`src/rtl/alu_multiciclo.sv`:
```
// Multicycle ALU: single-cycle logic/add/sub/slt, iterative shift-add mult and restoring div.
// Optional macro ALU_FAST_MULT_EN makes mult combinational with 1-cycle latency.
module alu_multiciclo #(
  parameter int WIDTH = 32
) (
  input  logic             Clock_i,
  input  logic             Reset_i,
  input  logic             Start_i,
  input  logic [5:0]       ALU_Ctrl_i,
  input  logic [WIDTH-1:0] A_i,
  input  logic [WIDTH-1:0] B_i,
  output logic [WIDTH-1:0] Result_o,
  output logic [WIDTH-1:0] Hi_o,
  output logic             Zero_o,
  output logic             Div_Zero_o,
  output logic             Busy_o,
  output logic             Done_o
);

  localparam int CW = $clog2(WIDTH + 1);

  localparam logic [5:0] OP_ADD  = 6'b000000;
  localparam logic [5:0] OP_SUB  = 6'b000001;
  localparam logic [5:0] OP_MULT = 6'b000010;
  localparam logic [5:0] OP_DIV  = 6'b000011;
  localparam logic [5:0] OP_OR   = 6'b000100;
  localparam logic [5:0] OP_AND  = 6'b000101;
  localparam logic [5:0] OP_NOT  = 6'b000110;
  localparam logic [5:0] OP_SLT  = 6'b000111;

  typedef enum logic [1:0] {
    IDLE = 2'd0,
    RUN  = 2'd1,
    DONE = 2'd2
  } state_t;

  state_t             state_q, state_d;
  logic [CW-1:0]      cnt_q, cnt_d;
  logic               is_div_q, is_div_d;
  logic [WIDTH-1:0]   a_q, a_d;
  logic [WIDTH-1:0]   b_q, b_d;
  logic [2*WIDTH-1:0] acc_q, acc_d;
  logic [WIDTH-1:0]   result_q, result_d;
  logic [WIDTH-1:0]   hi_q, hi_d;
  logic               zero_q, zero_d;
  logic               divz_q, divz_d;

  logic [WIDTH-1:0]   single_res;
  logic [WIDTH-1:0]   single_hi;
  logic               iterative;

  logic [WIDTH:0]     mul_sum;
  logic [2*WIDTH-1:0] mul_step;
  logic [WIDTH:0]     div_shift;
  logic [WIDTH:0]     div_trial;
  logic [2*WIDTH-1:0] div_step;
  logic [2*WIDTH-1:0] iter_step;

  always_comb begin
    single_res = '0;
    single_hi  = '0;
    case (ALU_Ctrl_i)
      OP_ADD:  single_res = A_i + B_i;
      OP_SUB:  single_res = A_i - B_i;
      OP_OR:   single_res = A_i | B_i;
      OP_AND:  single_res = A_i & B_i;
      OP_NOT:  single_res = ~A_i;
      OP_SLT:  single_res = {{(WIDTH-1){1'b0}}, ($signed(A_i) < $signed(B_i))};
`ifdef ALU_FAST_MULT_EN
      OP_MULT: {single_hi, single_res} = A_i * B_i;
`endif
      default: single_res = '0;
    endcase
  end

`ifdef ALU_FAST_MULT_EN
  assign iterative = (ALU_Ctrl_i == OP_DIV);
`else
  assign iterative = (ALU_Ctrl_i == OP_MULT) || (ALU_Ctrl_i == OP_DIV);
`endif

  // acc holds {hi, multiplier} for mult and {remainder, quotient} for div.
  always_comb begin
    mul_sum   = {1'b0, acc_q[2*WIDTH-1:WIDTH]} + (acc_q[0] ? {1'b0, a_q} : '0);
    mul_step  = {mul_sum, acc_q[WIDTH-1:1]};
    div_shift = {acc_q[2*WIDTH-1:WIDTH], acc_q[WIDTH-1]};
    div_trial = div_shift - {1'b0, b_q};
    if (!div_trial[WIDTH]) begin
      div_step = {div_trial[WIDTH-1:0], acc_q[WIDTH-2:0], 1'b1};
    end else begin
      div_step = {div_shift[WIDTH-1:0], acc_q[WIDTH-2:0], 1'b0};
    end
    iter_step = is_div_q ? div_step : mul_step;
  end

  always_comb begin
    state_d  = state_q;
    cnt_d    = cnt_q;
    is_div_d = is_div_q;
    a_d      = a_q;
    b_d      = b_q;
    acc_d    = acc_q;
    result_d = result_q;
    hi_d     = hi_q;
    zero_d   = zero_q;
    divz_d   = divz_q;
    case (state_q)
      IDLE, DONE: begin
        if (state_q == DONE) state_d = IDLE;
        if (Start_i) begin
          divz_d = 1'b0;
          if (iterative) begin
            state_d  = RUN;
            cnt_d    = CW'(WIDTH);
            a_d      = A_i;
            b_d      = B_i;
            is_div_d = (ALU_Ctrl_i == OP_DIV);
            acc_d    = (ALU_Ctrl_i == OP_DIV) ? {{WIDTH{1'b0}}, A_i} : {{WIDTH{1'b0}}, B_i};
          end else begin
            state_d  = DONE;
            result_d = single_res;
            hi_d     = single_hi;
            zero_d   = (single_res == '0);
          end
        end
      end
      RUN: begin
        cnt_d = cnt_q - CW'(1);
        acc_d = iter_step;
        // Division by zero falls out of the restoring loop as all-ones / A.
        if (cnt_q == CW'(1)) begin
          state_d  = DONE;
          result_d = iter_step[WIDTH-1:0];
          hi_d     = iter_step[2*WIDTH-1:WIDTH];
          zero_d   = (iter_step[WIDTH-1:0] == '0);
          divz_d   = is_div_q && (b_q == '0);
        end
      end
      default: state_d = IDLE;
    endcase
  end

  always_ff @(posedge Clock_i or posedge Reset_i) begin
    if (Reset_i) begin
      state_q  <= IDLE;
      cnt_q    <= '0;
      is_div_q <= 1'b0;
      a_q      <= '0;
      b_q      <= '0;
      acc_q    <= '0;
      result_q <= '0;
      hi_q     <= '0;
      zero_q   <= 1'b1;
      divz_q   <= 1'b0;
    end else begin
      state_q  <= state_d;
      cnt_q    <= cnt_d;
      is_div_q <= is_div_d;
      a_q      <= a_d;
      b_q      <= b_d;
      acc_q    <= acc_d;
      result_q <= result_d;
      hi_q     <= hi_d;
      zero_q   <= zero_d;
      divz_q   <= divz_d;
    end
  end

  assign Result_o   = result_q;
  assign Hi_o       = hi_q;
  assign Zero_o     = zero_q;
  assign Div_Zero_o = divz_q;
  assign Busy_o     = (state_q == RUN);
  assign Done_o     = (state_q == DONE);

endmodule
```
`config.mk`:
```
export PLATFORM = sky130hd
export DESIGN_NAME = alu_multiciclo
export DESIGN_NICKNAME = d
export VERILOG_FILES = /design/src/rtl/alu_multiciclo.sv
export SDC_FILE = /design/constraint.sdc
export NUM_CORES = 1
export LEC_CHECK = 0
export CAP_MARGIN = 20
export CORE_ASPECT_RATIO = 1.1
export CORE_MARGIN = 8
export CORE_UTILIZATION = 50
export CTS_CLUSTER_DIAMETER = 200
export DETAILED_ROUTE_END_ITERATION = 10
export PLACE_DENSITY_LB_ADDON = 0.25
export REMOVE_ABC_BUFFERS = 1
export SKIP_LAST_GASP = 1
export SLEW_MARGIN = 25
export SYNTH_ARGS = -nofsm -noshare
export SYNTH_HDL_FRONTEND = slang
export SYNTH_SLANG_ARGS = --single-unit
```
`constraint.sdc`:
```
create_clock -name Clock_i -period 12.9 [get_ports Clock_i]
set_clock_uncertainty 0.05 [all_clocks]
set_input_delay 3.87 -clock Clock_i [delete_from_list [all_inputs] [get_ports Clock_i]]
set_output_delay 3.87 -clock Clock_i [all_outputs]
set_load 0.005 [all_outputs]
```
# Word-level counts from Yosys, hierarchy flattened
# Cells that the tools add are included.
op_classes:
  bitwise_logic: 3
  add_sub_neg: 5
  n_reduce_logical: 14
  mux: 31
  n_lt_le_gt_ge: 1
  eq_ne: 15
op_table:
  columns: ["cell", "n"]
  rows:
  - ["32-bit two-way mux", 8]
  - ["64-bit two-way mux", 4]
  - ["32-bit case mux with 6 select lines", 1]
  - ["32-bit case mux with 2 select lines", 2]
  - ["64-bit case mux with 2 select lines", 1]
  - ["32-bit logical NOT", 3]
  - ["32-bit by 32-bit adder with 33-bit output", 1]
  - ["33-bit by 32-bit subtractor with 33-bit output", 1]
  - ["32-bit adder", 1]
  - ["32-bit AND", 1]
  - ["32-bit less-than comparator", 1]
  - ["32-bit NOT", 1]
  - ["32-bit bitwise OR", 1]
  - ["32-bit subtractor", 1]
  - ["6-bit by 3-bit == test with 1-bit output (second input constant)", 4]
  - ["6-bit by 1-bit == test with 1-bit output (second input constant)", 2]
  - ["6-bit by 2-bit == test with 1-bit output (second input constant)", 2]
  - ["6-bit two-way mux", 2]
  - ["6-bit case mux with 2 select lines", 1]
  - ["3-bit AND reduction", 3]
  - ["2-bit two-way mux", 4]
  - ["6-bit logical NOT", 1]
  - ["2-bit != test (second input constant)", 3]
  - ["6-bit by 1-bit subtractor with 6-bit output (second input constant)", 1]
  - ["other kinds (14)", 19]
word_totals:
  register_bits: 203
  elab_cells: 79

# Depth between registers and ports, before layout
depth:
  depth_word: 6
  ltp_mapped: 18
  mapped_depth_nobuf: 16

# Worst setup path before layout
# OpenSTA, ideal clock, no wires.
synth_path:
  path_type: "in2reg"
  startpoint: "input port A_i[0]"
  endpoint: "register zero_q, in the netlist Zero_o"
  cell_stages: 14
  setup_slack_ns: 5.995
  arrival_ns: 6.780
  n_path_buf: 0
  path_cell_list: "ha_1 -> fa_1 -> a211oi_1 -> nor4_1 -> nor3_2 -> o21ai_0 -> a21bo_2 -> a221o_1 -> a211oi_1 -> and4b_1 -> nand4_1 -> nor4_1 -> nand4b_1 -> o211ai_2"
synth_between:
  elab_chain_cells: 6
synth_rtl:
  columns: ["item", "line", "source"]
  rows:
  - ["start: declaration", "10", "input logic [WIDTH-1:0] A_i,"]
  - ["32-bit subtractor (tied with other cells)", "64", "OP_SUB: single_res = A_i - B_i;"]
  - ["32-bit case mux with 6 select lines *", "62", "case (ALU_Ctrl_i)"]
  - ["32-bit logical NOT *", "123", "zero_d = (single_res == '0);"]
  - ["1-bit two-way mux *", "112", "if (iterative) begin"]
  - ["1-bit two-way mux *", "110", "if (Start_i) begin"]
  - ["1-bit case mux with 2 select lines *", "107", "case (state_q)"]
  - ["end signal: assignment", "164", "zero_q <= zero_d;"]
  - ["end: declaration", "45", "logic zero_q, zero_d;"]
# Every way passes the cells marked *; elsewhere a longest branch is shown, timed or not. The select of a mux whose other input is x is not followed.
# A chain may end at the register's enable or synchronous reset.

# Worst setup path in the final report
layout_path:
  startpoint: "input port A_i[1]"
  endpoint: "register result_q[29], in the netlist Result_o[29]"
layout_between:
  elab_chain_cells: 5
layout_rtl:
  columns: ["item", "line", "source"]
  rows:
  - ["32-bit subtractor / 32-bit adder (equally long branches)", "64, 63", null]
  - ["32-bit case mux with 6 select lines *", "62", null]
  - ["32-bit two-way mux *", "112", null]
  - ["32-bit two-way mux *", "110", null]
  - ["32-bit case mux with 2 select lines *", "107", null]
  - ["end signal: assignment", "162", "result_q <= result_d;"]
  - ["end: declaration", "43", "logic [WIDTH-1:0] result_q, result_d;"]
# Marks and branches as above.

==> results.json <==
{
  "timing.setup.critical_path_class": "primary input to register",
  "tritoncts_buffer_count": 26,
  "synth.yosys.warnings": 0,
  "cts_htree_levels": 1,
  "post_dp_cell_area_um2": 19710,
  "critical_path.max_stage_delay_ns": 0.65,
  "via_per_inst": 6.280,
  "fmax_mhz": 127.1,
  "final_weighted_congestion_of_routability_driven_global_placement": 0.9515,
  "synth_area_in_adders": 0.1221,
  "finalNetCount": 2581,
  "fillerInstances": 3459,
  "all_layer_gr_usage": 0.3109,
  "fin_total_pwr_mw": 3.263,
  "cts.root.buffer_cell": "sky130_fd_sc_hd__clkbuf_16",
  "hold_buffers": 0,
  "max_fo_critical_path": 6,
  "cts.sink_count": 203,
  "tightestPinTransition_ns": 0.9768,
  "placement.setup.worst_slack_ns": 4.578,
  "yosysTopAreaCellShare": 0.2812,
  "grt_setup_unrepaired": "no",
  "worst_path_max_delay_cell": "sky130_fd_sc_hd__clkdlybuf4s50_1",
  "clk_latency_ns": 0.56,
  "post_cts_resized": 0,
  "worstSetupStartpointType": "primary input",
  "cts-root-to-sink-buffers": 3,
  "synth_top_cell_by_area": "sky130_fd_sc_hd__dfrtp_1",
  "yosysMostFrequentCell": "sky130_fd_sc_hd__nand2_1",
  "switching_share": 0.4213,
  "first_global_vias": 17410,
  "power.share.clock": 0.235,
  "placed_wire_length_estimate_after_detailed_placement_um": 49820,
  "wire_per_inst_um": 23.70,
  "max-cap-violations": 0,
  "synth_xor_area_frac": 0.03801,
  "antenna_cells": 0,
  "floorplan.die.height_um": 214.9,
  "detailroute.via_count": 17849,
  "starting_utilization_of_the_core_area": 0.5020,
  "sequential_cell_area_um2": 5085,
  "drt_drc_violations_left": 0,
  "largest_family_of_logic_cells_by_synthesized_area": "compound AO/OA/AOI/OAI gates",
  "multi_input_area_um2": 11910,
  "crit_path_end_kind": "register",
  "outcome": "finished clean",
  "cellPowerDensity_nw_per_um2": 158.4,
  "post_cts_clock_slew_at_the_launch_and_capture_registers_of_the_worst_setup_and_hold_paths_ns": 0.06,
  "ff2ff_path_depth": 15,
  "port_buffers": 140,
  "die_width_um": 196.8,
  "critical_path.cell_chain": "clkdlybuf4s50_1, inv_1, ha_1, nor2_1, o311ai_1, a211oi_1, a221o_1, a2111o_1, a31oi_1, o21ai_1, a21boi_1, xnor2_1, a221oi_2, mux2_2, a21oi_1",
  "grt_antenna_before_repair": 2,
  "utilization": 0.5756,
  "portion_of_the_clock_cycle_consumed_by_the_worst_path_in_the_final_layout": 0.6100,
  "wp_depth": 15,
  "ys_seq_area_frac": 0.2827,
  "tritoncts_clock_tree": "yes",
  "simple_gate_share_of_the_synthesized_area": 0.1801,
  "rows": 73,
  "yosys.cell_types.count": 84,
  "detail-route-antenna-nets": 0,
  "hold_violation_total_from_the_final_report": 0,
  "flip_flop_and_latch_count_after_synthesis": 203,
  "layout_cell_share_with_drive_strength_beyond_1": 0.05138,
  "leak_nw": 9.406,
  "critical_path_buf_inv_count": 2,
  "die_area_um2": 42280,
  "final-setup-viol-count": 0,
  "fin_tns_setup_ns": 0,
  "overflow": 0,
  "drtIter0Drc": 1747,
  "synth_compound_area_frac": 0.2814,
  "totalWireLength_um": 67360,
  "grt_start_max_net_pins": 132,
  "mappedNetlistArea_um2": 17970,
  "async_reset_ff_frac": 1.000,
  "first_pass_iters": 5,
  "timing.slew.headroom": 0.3472,
  "critical-path-top-delay-family": "compound AO/OA/AOI/OAI gates",
  "synth-main-ff-cell": "sky130_fd_sc_hd__dfrtp_1",
  "number_of_i_o_pins": 141,
  "synthMuxAreaShare": 0.03780,
  "synthCells": 2275,
  "yosys-top-cells-area": "sky130_fd_sc_hd__dfrtp_1 (28%), sky130_fd_sc_hd__ha_1 (12%), sky130_fd_sc_hd__o21ai_0 (6.5%), sky130_fd_sc_hd__nand2_1 (5.8%), sky130_fd_sc_hd__a21oi_1 (4.8%)",
  "ir_worst_vdd_mv": 0.1234,
  "stdcell_area_um2": 20610,
  "grt_first_pass_wirelength_um": 103700,
  "crit_required_ns": 13.26,
  "final.min_clock_period_ns": 7.869,
  "timing.hold.worst_path_depth": 2,
  "holdCritPathClass": "register to register",
  "placeableCoreArea_um2": 35800,
  "comb_power_share": 0.476,
  "synth_common_cells": "sky130_fd_sc_hd__nand2_1 (279), sky130_fd_sc_hd__o21ai_0 (232), sky130_fd_sc_hd__dfrtp_1 (202)",
  "total_switching_power_mw": 1.375,
  "timing.critical_path.arrival_ns": 8.23,
  "seq_power_share": 0.289,
  "synth.avg_cell_area_um2": 7.901,
  "cts_setup_buffers": 0,
  "cell_internal_pwr_mw": 1.889,
  "synth_edf_count": 0,
  "maxSlewViolCount": 0,
  "final_critical_path_setup_slack_ns": 5.031,
  "flow.area_growth_from_synthesis_pct": 14.65
}
## registers in the layout, summed over array words and instances, names as in the netlist
signal	flops
Result_o	32
is_div_q	1
cnt_q	6
a_q	32
b_q	32
state_q	2
acc_q	64
Zero_o	1
Hi_o	32
Div_Zero_o	1
## kinds of logic after synthesis
logic type / count (synthesis)
AO/OA/AOI/OAI: 786
XOR/XNOR: 78
adder cells (fa/ha/maj): 173
buffers and inverters: 271
flip-flops: 203
multiplexers: 66
AND/OR/NAND/NOR: 698
## layout by cell type (no fill, tap or decap), drive strengths merged, types with 37 or more instances in the layout
cell,instances
clkdlybuf4s50,138
clkbuf,37
o211ai,74
nand2,279
o21ai,236
xnor2,49
dfrtp,202
a21o,57
and2,46
a21oi,173
nor2,162
ha,169
mux2i,51
inv,139
## power groups by stage
stage	registers, mW	clock network (mW)	logic, mW
after detailed placement	0.945	0	1.52
after global routing	0.958	0.798	1.71
final	0.943	0.768	1.55
after global placement	0.943	0	1.49
after floorplan	0.892	0	1.13
after CTS	0.937	0.777	1.53
## metal layers
| metal | vias up | part of all wire | GRT usage | wire (um) |
|---|---|---|---|---|
| li1 | 8327 | - | - | - |
| met1 | 8547 | 0.44 | 0.4231 | 29430 |
| met2 | 800 | 0.45 | 0.4863 | 30000 |
| met3 | 173 | 0.072 | 0.04423 | 4850 |
| met4 | 2 | 0.045 | 0.1340 | 3063 |
| met5 | - | 0.00013 | 0 | 9 |
## final timing paths
check / slack (ns) / endpoint / start
max in group asynchronous: 7.45 / is_div_q$_DFFE_PP0P_ / Reset_i
worst min-delay path: 0.42 / Hi_o[6]$_DFFE_PP0P_ / Hi_o[6]$_DFFE_PP0P_
worst min register to register: 0.42 / Hi_o[6]$_DFFE_PP0P_ / Hi_o[6]$_DFFE_PP0P_
worst max-delay path: 5.03 / Result_o[29]$_DFFE_PP0P_ / A_i[1]
worst max register to register: 8.49 / acc_q[63]$_DFFE_PP0P_ / acc_q[0]$_DFFE_PP0P_
min in group asynchronous: 3.80 / Hi_o[7]$_DFFE_PP0P_ / Reset_i
## area by class of cell
| class | instances | share of cell area |
|---|---|---|
| multi-input combinational | 1801 | 0.5781 |
| sequential | 203 | 0.2468 |
| timing repair buffer | 164 | 0.07626 |
| clock buffer | 37 | 0.03655 |
| tap | 487 | 0.02957 |
| inverter | 139 | 0.02593 |
| clock inverter | 11 | 0.006861 |
## through the flow
stage / instances / hold WS [ns]
after CTS: 2842 / 0.4227
final: 2842 / 0.4163
after detailed placement: 2794 / 0.4109
after floorplan: 2143 / 0.3918
after global routing: 2842 / 0.4400
after global placement: 2794 / 0.4037
## worst register-to-register path: stages, from the launching register on
cell and delay [ns]:
sky130_fd_sc_hd__dfrtp_1 0.38, sky130_fd_sc_hd__buf_4 0.31, sky130_fd_sc_hd__and2_1 0.24, sky130_fd_sc_hd__ha_1 0.28, sky130_fd_sc_hd__a2111oi_0 0.62, sky130_fd_sc_hd__nand2_1 0.11
sky130_fd_sc_hd__o21ai_0 0.10, sky130_fd_sc_hd__a21o_1 0.20, sky130_fd_sc_hd__o31ai_1 0.22, sky130_fd_sc_hd__a211o_1 0.36, sky130_fd_sc_hd__a311o_1 0.38, sky130_fd_sc_hd__a31o_2 0.30
sky130_fd_sc_hd__a41o_1 0.24, sky130_fd_sc_hd__o21ai_0 0.17, sky130_fd_sc_hd__nand2_1 0.09, sky130_fd_sc_hd__a32o_1 0.26
Note: power is estimated with default switching activity, not from simulation.
